File: src/rtl/multi_lane_pipeline_reg.sv
// N-lane pipeline register: lanes of one issue group advance together under a
// group-level valid/ready handshake, flush kills individual lanes, optional skid group.
module multi_lane_pipeline_reg #(
    parameter int LANES = 2,
    parameter int WIDTH = 160,
    parameter int SKID  = 1
) (
    input  logic                   clk,
    input  logic                   rst,
    input  logic [LANES-1:0]       flush,
    input  logic [LANES-1:0]       in_valid,
    input  logic [LANES*WIDTH-1:0] in_data,
    output logic                   in_ready,
    output logic [LANES-1:0]       out_valid,
    output logic [LANES*WIDTH-1:0] out_data,
    input  logic                   out_ready,
    output logic [1:0]             occupancy
);
    localparam int DW = LANES * WIDTH;

    // Handshake: a group transfers on a clock edge where (|in_valid) & in_ready
    // upstream, and where (|out_valid) & out_ready downstream; all lanes move together.

    logic [LANES-1:0] mv, sv, mv_n, sv_n;
    logic [DW-1:0]    md, sd, md_n, sd_n;
    logic             ready_q;

    // Flush-masked views; a lane whose valid is 0 always carries payload 0.
    logic [LANES-1:0] mv_f, sv_f, av_f;
    logic [DW-1:0]    md_f, sd_f, ad_f;
    logic             m_full, m_full_f, s_full_f, fire, accept, m_adv;

    always_comb begin
        mv_f = mv & ~flush;
        sv_f = sv & ~flush;
        av_f = in_valid & ~flush;
        md_f = '0;
        sd_f = '0;
        ad_f = '0;
        for (int i = 0; i < LANES; i++) begin
            if (mv_f[i]) md_f[i*WIDTH +: WIDTH] = md[i*WIDTH +: WIDTH];
            if (sv_f[i]) sd_f[i*WIDTH +: WIDTH] = sd[i*WIDTH +: WIDTH];
            if (av_f[i]) ad_f[i*WIDTH +: WIDTH] = in_data[i*WIDTH +: WIDTH];
        end
    end

    assign m_full   = |mv;
    assign m_full_f = |mv_f;
    assign s_full_f = |sv_f;
    assign fire     = m_full & out_ready;
    assign accept   = (|in_valid) & in_ready;
    assign m_adv    = !m_full_f || fire;

    generate
        if (SKID != 0) begin : g_skid_ready
            assign in_ready = ready_q;
        end else begin : g_comb_ready
            assign in_ready = !m_full || out_ready;
        end
    endgenerate

    always_comb begin
        mv_n = mv_f;
        md_n = md_f;
        sv_n = '0;
        sd_n = '0;
        if (SKID != 0) begin
            if (m_adv) begin
                // S is older than anything arriving now, so it always goes first.
                if (s_full_f) begin
                    mv_n = sv_f;
                    md_n = sd_f;
                end else if (accept) begin
                    mv_n = av_f;
                    md_n = ad_f;
                end else begin
                    mv_n = '0;
                    md_n = '0;
                end
            end else if (accept) begin
                sv_n = av_f;
                sd_n = ad_f;
            end else begin
                sv_n = sv_f;
                sd_n = sd_f;
            end
        end else if (m_adv) begin
            mv_n = accept ? av_f : '0;
            md_n = accept ? ad_f : '0;
        end
    end

    always_ff @(posedge clk) begin
        if (rst) begin
            mv      <= '0;
            md      <= '0;
            sv      <= '0;
            sd      <= '0;
            ready_q <= 1'b1;
        end else begin
            mv      <= mv_n;
            md      <= md_n;
            sv      <= sv_n;
            sd      <= sd_n;
            ready_q <= ~|sv_n;
        end
    end

    assign out_valid = mv;
    assign out_data  = md;
    assign occupancy = {1'b0, m_full} + {1'b0, |sv};

endmodule

File: config.mk
export PLATFORM = sky130hd
export DESIGN_NAME = multi_lane_pipeline_reg
export DESIGN_NICKNAME = d
export VERILOG_FILES = /design/src/rtl/multi_lane_pipeline_reg.sv
export SDC_FILE = /design/constraint.sdc
export NUM_CORES = 1
export LEC_CHECK = 0
export ABC_AREA = 0
export CORE_AREA = 3 3 253 255
export CTS_BUF_LIST = sky130_fd_sc_hd__clkbuf_4 sky130_fd_sc_hd__clkbuf_8 sky130_fd_sc_hd__clkbuf_16
export DETAILED_ROUTE_END_ITERATION = 7
export DIE_AREA = 0 0 256 258
export PLACE_DENSITY = 0.72
export SKIP_LAST_GASP = 1
export SYNTH_ARGS = -nofsm -noshare
export SYNTH_HDL_FRONTEND = slang
export SYNTH_SLANG_ARGS = --single-unit
File: constraint.sdc
create_clock -name clk -period 2.2 [get_ports clk]
set_clock_uncertainty 0.15 [all_clocks]
set_input_delay 0.33 -clock clk [delete_from_list [all_inputs] [get_ports clk]]
set_output_delay 0.33 -clock clk [all_outputs]
set_load 0.01 [all_outputs]
==> metrics.md, run 1 <==
| Metric | Value |
|---|---|
| Status | finished clean |
| Die area | approximately 66000 um^2 |
| Slew headroom | slightly above 40% |
| Final hold viol count | 0 |
| Total I/O pin count | ~650 |
| Clk slew on worst S/H paths | 0.06 ns |
| Critical path type | flip-flop to output port |
| Worst path slowest cell | dfxtp_4 |
| Most frequent cells in the layout | clkdlybuf4s50_1 (647), dfxtp_1 (643), a32oi_1 (640) |
| Syn_area_per_cell | 9.15 um^2 |
| Vert. Die Dim | between 200 and 300 um |
| FP Rows | 91 |
| Fmax | 466 MHz |
| Max incr delay on CP | 0.35 ns |
| Power after layout | 0.0267 W |
| ANT nets after route | 0 |
| Worst skew pair latency | 0.59 ns |
| Dpl hpwl | 70600 um |
| Most area-consuming cells after synthesis | dfxtp_1 (47%), a32oi_1 (20%), o31ai_1 (8.8%) |
| Slew @ Worst Pin | 0.877 ns |
| Post-Syn Nets | about 3.3k |
| Clock Sinks | 645 |
| Pin count of the biggest net entering global routing | 162 |
| CTS Buf Count | 70 |
| First-pass detailed-route iteration total | 6 |
| Sequential share of the synthesized area | between 40% and 50% |
| Max-cap viol count | 0 |
| Pleak | about 12 nW |
| Max VDD drop | 537 uV |
| Vias per std cell | 6.25 |
| Slew Viols, Final | 0 |
| Netlist cell types | 23 |
| Remaining DRCs | 0 |
| Syn. warnings | 0 |
| Yosys top cell by area | dfxtp_1 |
| Number of port buffers | 651 |
| Share of layout cells above drive strength 1 | under 10% |
| WL/cell | 23.2 um |
| Post-Syn Area | roughly 27000 um^2 |
| # setup viols final | 0 |
| Crit path cell chain | or2_2 -> ha_4 -> buf_2 |
| Synthesized instance count | 2993 |
| Fill cells | 5106 |
| Routed wire length | 103000 um |
| CTS tree | yes |
| Setup TNS | 0 ns |
| CP Launch Type | flip-flop |
| Crit. End Element | output port |
| All-layer global routing usage | 29.2% |
| Global-route wire length before repair | 156000 um |
| Core ar. | 61800 um^2 |
| Worst EP arrival | 1.67 ns |
| Final net count | 3850 |
| Routed via count | about 28k |
| Starting Density | 44.3% |
| RePlAce Congestion | 0.889 |
| Largest fanout on the critical path | 2 |
| GRT overflow | 0 |
| Min cycle time layout | roughly 2.1 ns |
| Largest buffer count on any clock path | 3 |
| Pwr dens | between 600 and 700 nW/um^2 |
| Commonest non-fill, non-tap cell in the layout | clkdlybuf4s50_1 |
| Root buf cell | clkbuf_16 |
| Number of global-route vias before repair | 26.4k |
| H-tree depth | 3 |
| Req. time, crit path | 1.72 ns |
| Synth Register Bits | 645 |
| Synth top area share | 47.2% |
| DIE WIDTH | 256 um |
| Min-Delay Path Class | primary input to flip-flop |
| Period utilization | between 90% and 100% |
| Post-CTS Setup Repair Bufs | 0 |
| Initial drt markers | about 2.7k |
| RSZ-0062 raised after global routing | false |
| Area Overhead vs Synth | 39.4% |
| Initial antenna violation count | 23 |
through the flow:
| stage | setup WS, ns | hold slack, ns | instance area, um^2 | cells | utilization, % |
|---|---|---|---|---|---|
| after floorplan | 0.322 | 0.253 | 27400 | 2993 | - |
| after global routing | 0.00947 | 0.206 | 38200 | 4425 | 61.7 |
| after CTS | -0.153 | 0.192 | 38100 | 4410 | 61.6 |
| after global placement | 0.0198 | 0.285 | 35800 | 4286 | 57.9 |
| final | 0.0537 | 0.218 | 38200 | 4429 | 61.7 |
| after detailed placement | -0.0984 | 0.290 | 35800 | 4286 | 57.9 |
critical path, delay by kind of cell, from the launching register on:
| family | cells | cell delay, ns |
|---|---|---|
| AND/OR/NAND/NOR | 1 | 0.33 |
| flip-flops | 1 | 0.35 |
| adder cells (fa/ha/maj) | 1 | 0.28 |
| buffers and inverters | 1 | 0.13 |
where the power goes:
group / switching, W / total (W) / internal, W
combinational: 0.00137 / 0.00286 / 0.00148
clock: 0.00486 / 0.0118 / 0.00695
sequential: 0.000144 / 0.0120 / 0.0119
cell families after synthesis:
| logic type | after synthesis | share of synthesized area, % |
|---|---|---|
| and+or+nand+nor | 982 | 16.7 |
| DFF | 645 | 47.2 |
| AOI/OAI and AO/OA | 973 | 29.6 |
| buffers and inverters | 392 | 6.50 |
| adders and majority gates | 1 | 0.0457 |
flip-flops by register name, indices dropped and copies added (netlist names):
signal,cells
out_data,320
out_valid,2
sd,320
in_ready,1
sv,2
routing by layer:
layer	vias up	share of wire [%]	global-route usage [%]
met4	12	4.4	13.7
met1	13500	39	36.0
met3	253	8.0	6.01
met5	-	0.072	0
li1	12400	-	-
met2	1466	49	48.9
layout make-up:
type                       count  area (um^2)  share of cell area, %
sequential                   645        12900                   33.9
multi-input combinational   1956        12800                   33.4
timing repair buffer         849         9070                   23.8
clock buffer                 102         2110                   5.54
tap                          837         1050                   2.74
clock inverter                21          204                  0.534
antenna                       19         47.5                  0.125
final timing paths:
kind | start | endpoint | cells after the start | slack, ns
setup / recovery | sv[0]$_SDFF_PP0_ | occupancy[0] | 3 | 0.05
hold / removal | in_data[176] | sd[176]$_SDFF_PP0_ | 3 | 0.22
setup reg to reg | sv[0]$_SDFF_PP0_ | out_data[149]$_SDFFE_PP0P_ | 6 | 0.15
hold reg to reg | out_data[158]$_SDFFE_PP0P_ | out_data[158]$_SDFFE_PP0P_ | 2 | 0.31
cells in the mapped netlist:
cell type and number:
dfxtp_1 645, a32oi_1 640, nand2_1 324, nor2_1 323, o31ai_1 322, nor2b_1 321, buf_2 195, clkbuf_1 168
buf_4 17, buf_1 12, a21oi_1 4, and2b_1 4, nand2b_1 4, a21bo_2 2, and3b_1 2, nor4b_4 2
or2_2 2, a211oi_1 1, a21oi_2 1, ha_1 1, o21ai_1 1, o21ai_2 1, o21bai_1 1
what timing repair did:
item | 4_1_cts | 5_1_grt
resized for setup | 5 | 4
setup endpoints to repair | 3 | 1
endpoints found under the hold margin | 24 | 0
hold buffers | 1 | 0
(Power assumes the default switching activity.)
==> run 2, diff against run 1 <==
Settings changed: CORE_AREA 3 3 253 255 to 2 2 252 254, DIE_AREA 0 0 256 258 to 0 0 254 256.
==> metrics.md, run 2 (same netlist as run 1, synthesis figures left out) <==
| Metric | Value |
|---|---|
| Global-route wire length before repair | between 150000 and 200000 um |
| Path depth of the worst reg2reg path | 5 |
| Reg2reg setup slack | 0.11 ns |
| Clock Sinks | 645 |
| Switching power total | 0.00648 W |
| Final hold slack | roughly 0.20 ns |
| Pwr dens | 702 nW/um^2 |
| Number of global-route vias before repair | about 26k |
| RePlAce Congestion | 0.873 |
| Dpl hpwl | slightly below 70000 um |
| Clk slew on worst S/H paths | 0.06 ns |
| Min-Delay Path Class | primary input to flip-flop |
| GRT overflow | 0 |
| Initial antenna violation count | 23 |
| Routed wire length | 101000 um |
| R2r startpoint | sv[0]$_SDFF_PP0_ |
| Number of port buffers | between 600 and 700 |
| Crit. End Element | output port |
| Placed instance area | 35700 um^2 |
| Combinational share of power | 10.5% |
| Max VDD drop | 506 uV |
| Worst hold path endpoint | sd[202]$_SDFF_PP0_ |
| Switch share | 24.3% |
| Starting Density | about 44% |
| Remaining DRCs | 0 |
| Int Pwr | 0.0202 W |
| Largest buffer count on any clock path | 3 |
| Most frequent cells in the layout | clkdlybuf4s50_1 (646), dfxtp_1 (641), a32oi_1 (640) |
| Share of power burned in the clock network | 44.5% |
| Setup TNS | 0 ns |
| Max-cap viol count | 0 |
| DIE WIDTH | 254 um |
| Slew @ Worst Pin | between 0.8 and 0.9 ns |
| All-layer global routing usage | between 20% and 30% |
| Area Overhead vs Synth | 39.1% |
| Power after layout | ~0.027 W |
| Final design utilization | between 60% and 70% |
| Fmax | 467 MHz |
| Status | finished clean |
| Root buf cell | clkbuf_16 |
| Routed via count | 27.6k |
| Min cycle time layout | 2.14 ns |
| Commonest non-fill, non-tap cell in the layout | clkdlybuf4s50_1 |
| Slew headroom | 41.2% |
| CTS Buf Count | 70 |
| Worst skew pair latency | 0.60 ns |
| Die area | 65000 um^2 |
| Core ar. | 62400 um^2 |
| CTS tree | yes |
| RSZ-0062 raised after global routing | false |
| Final hold viol count | 0 |
| WL/cell | 22.8 um |
| Vias per std cell | about 6.2 |
| Total I/O pin count | 652 |
| ANT nets after route | 0 |
| Critical path type | flip-flop to output port |
| FP Rows | 92 |
| Pin count of the biggest net entering global routing | 162 |
| Hold path start | in_data[202] |
| Period utilization | 97.4% |
| Slew Viols, Final | 0 |
| Initial drt markers | 2724 |
| Worst EP arrival | 1.66 ns |
| Share of layout cells above drive strength 1 | 9.29% |
| Final net count | approximately 3.8k |
| Req. time, crit path | 1.72 ns |
| Seq pwr share | between 40% and 50% |
| Finished Cell Area | 38100 um^2 |
| Largest fanout on the critical path | 2 |
| Hold Path Stages | 3 |
| Vert. Die Dim | 256 um |
| Pleak | 12.4 nW |
| First-pass detailed-route iteration total | 6 |
| # setup viols final | 0 |
| CP Launch Type | flip-flop |
| RR Endpoint | out_data[13]$_SDFFE_PP0P_ |
| H-tree depth | 3 |
-- run 2: changes by cell type in the layout (fill, tap and decap cells not counted), moves of 2 or more --
| cell | delta |
|---|---|
| buf_4 | -5 |
| buf_12 | -4 |
| clkbuf_4 | -3 |
| clkbuf_8 | +2 |
| clkinvlp_4 | -2 |
| dfxtp_1 | -2 |
| dfxtp_2 | +2 |
| diode_2 | +2 |
| dlygate4sd2_1 | +2 |
| inv_16 | +2 |
| or2_2 | -2 |
| or2_4 | +2 |
-- run 2: how the worst max path moves through the flow --
stage	startpoint	end	slack, ns	depth (start not counted)
after floorplan	sv[0]$_SDFF_PP0_	occupancy[0]	0.32	5
after global placement	flush[1]	out_data[145]$_SDFFE_PP0P_	-0.09	7
after detailed placement	flush[1]	out_data[140]$_SDFFE_PP0P_	-0.12	7
after CTS	out_valid[1]$_SDFF_PP0_	occupancy[0]	-0.01	3
after global routing	sv[0]$_SDFF_PP0_	occupancy[1]	0.01	3
final	sv[0]$_SDFF_PP0_	occupancy[1]	0.06	3
-- run 2: power by group through the flow --
stage	Combinational (W)	Sequential [W]	Clock [W]
5_1_grt	0.00298	0.0120	0.0125
3_5_place_dp	0.00276	0.0123	0
6_report	0.00281	0.0120	0.0119
2_1_floorplan	0.00112	0.0123	0
4_1_cts	0.00279	0.0120	0.0120
3_3_place_gp	0.00270	0.0123	0
-- run 2: final cells by class --
class / instances / area [um^2]
fill: 5174 / 24300
timing repair buffer: 840 / 8950
tap: 846 / 1060
sequential: 645 / 12900
clock buffer: 101 / 2120
clock inverter: 20 / 203
multi-input combinational: 1956 / 12800
antenna: 21 / 52.6
-- run 2: per-stage QoR --
stage / setup WS [ns] / std cells
6_report: 0.0581 / 4429
5_1_grt: 0.00985 / 4426
4_1_cts: -0.0133 / 4408
3_5_place_dp: -0.123 / 4284
3_3_place_gp: -0.0928 / 4284
2_1_floorplan: 0.322 / 2993
-- run 2: timing repair --
action | 4_1_cts | 5_1_grt
setup buffers | 2 | 0
gates cloned | 0 | 0
hold buffers | 1 | 0
endpoints found under the setup margin | 4 | 1
gates resized for setup | 10 | 2
hold endpoints to repair | 19 | 0
-- run 2: layer usage --
metal	track usage (%)	vias up	part of all wire (%)
met5	0	-	0.082
met3	6.42	283	7.8
met1	36.1	13500	39
met2	47.6	1319	47
li1	-	12400	-
met4	17.4	12	5.4
-- run 2: critical path: stages (launching register included) --
cell and delay [ns]:
dfxtp_4 0.34, or2_4 0.26, ha_4 0.17, dlygate4sd2_1 0.28
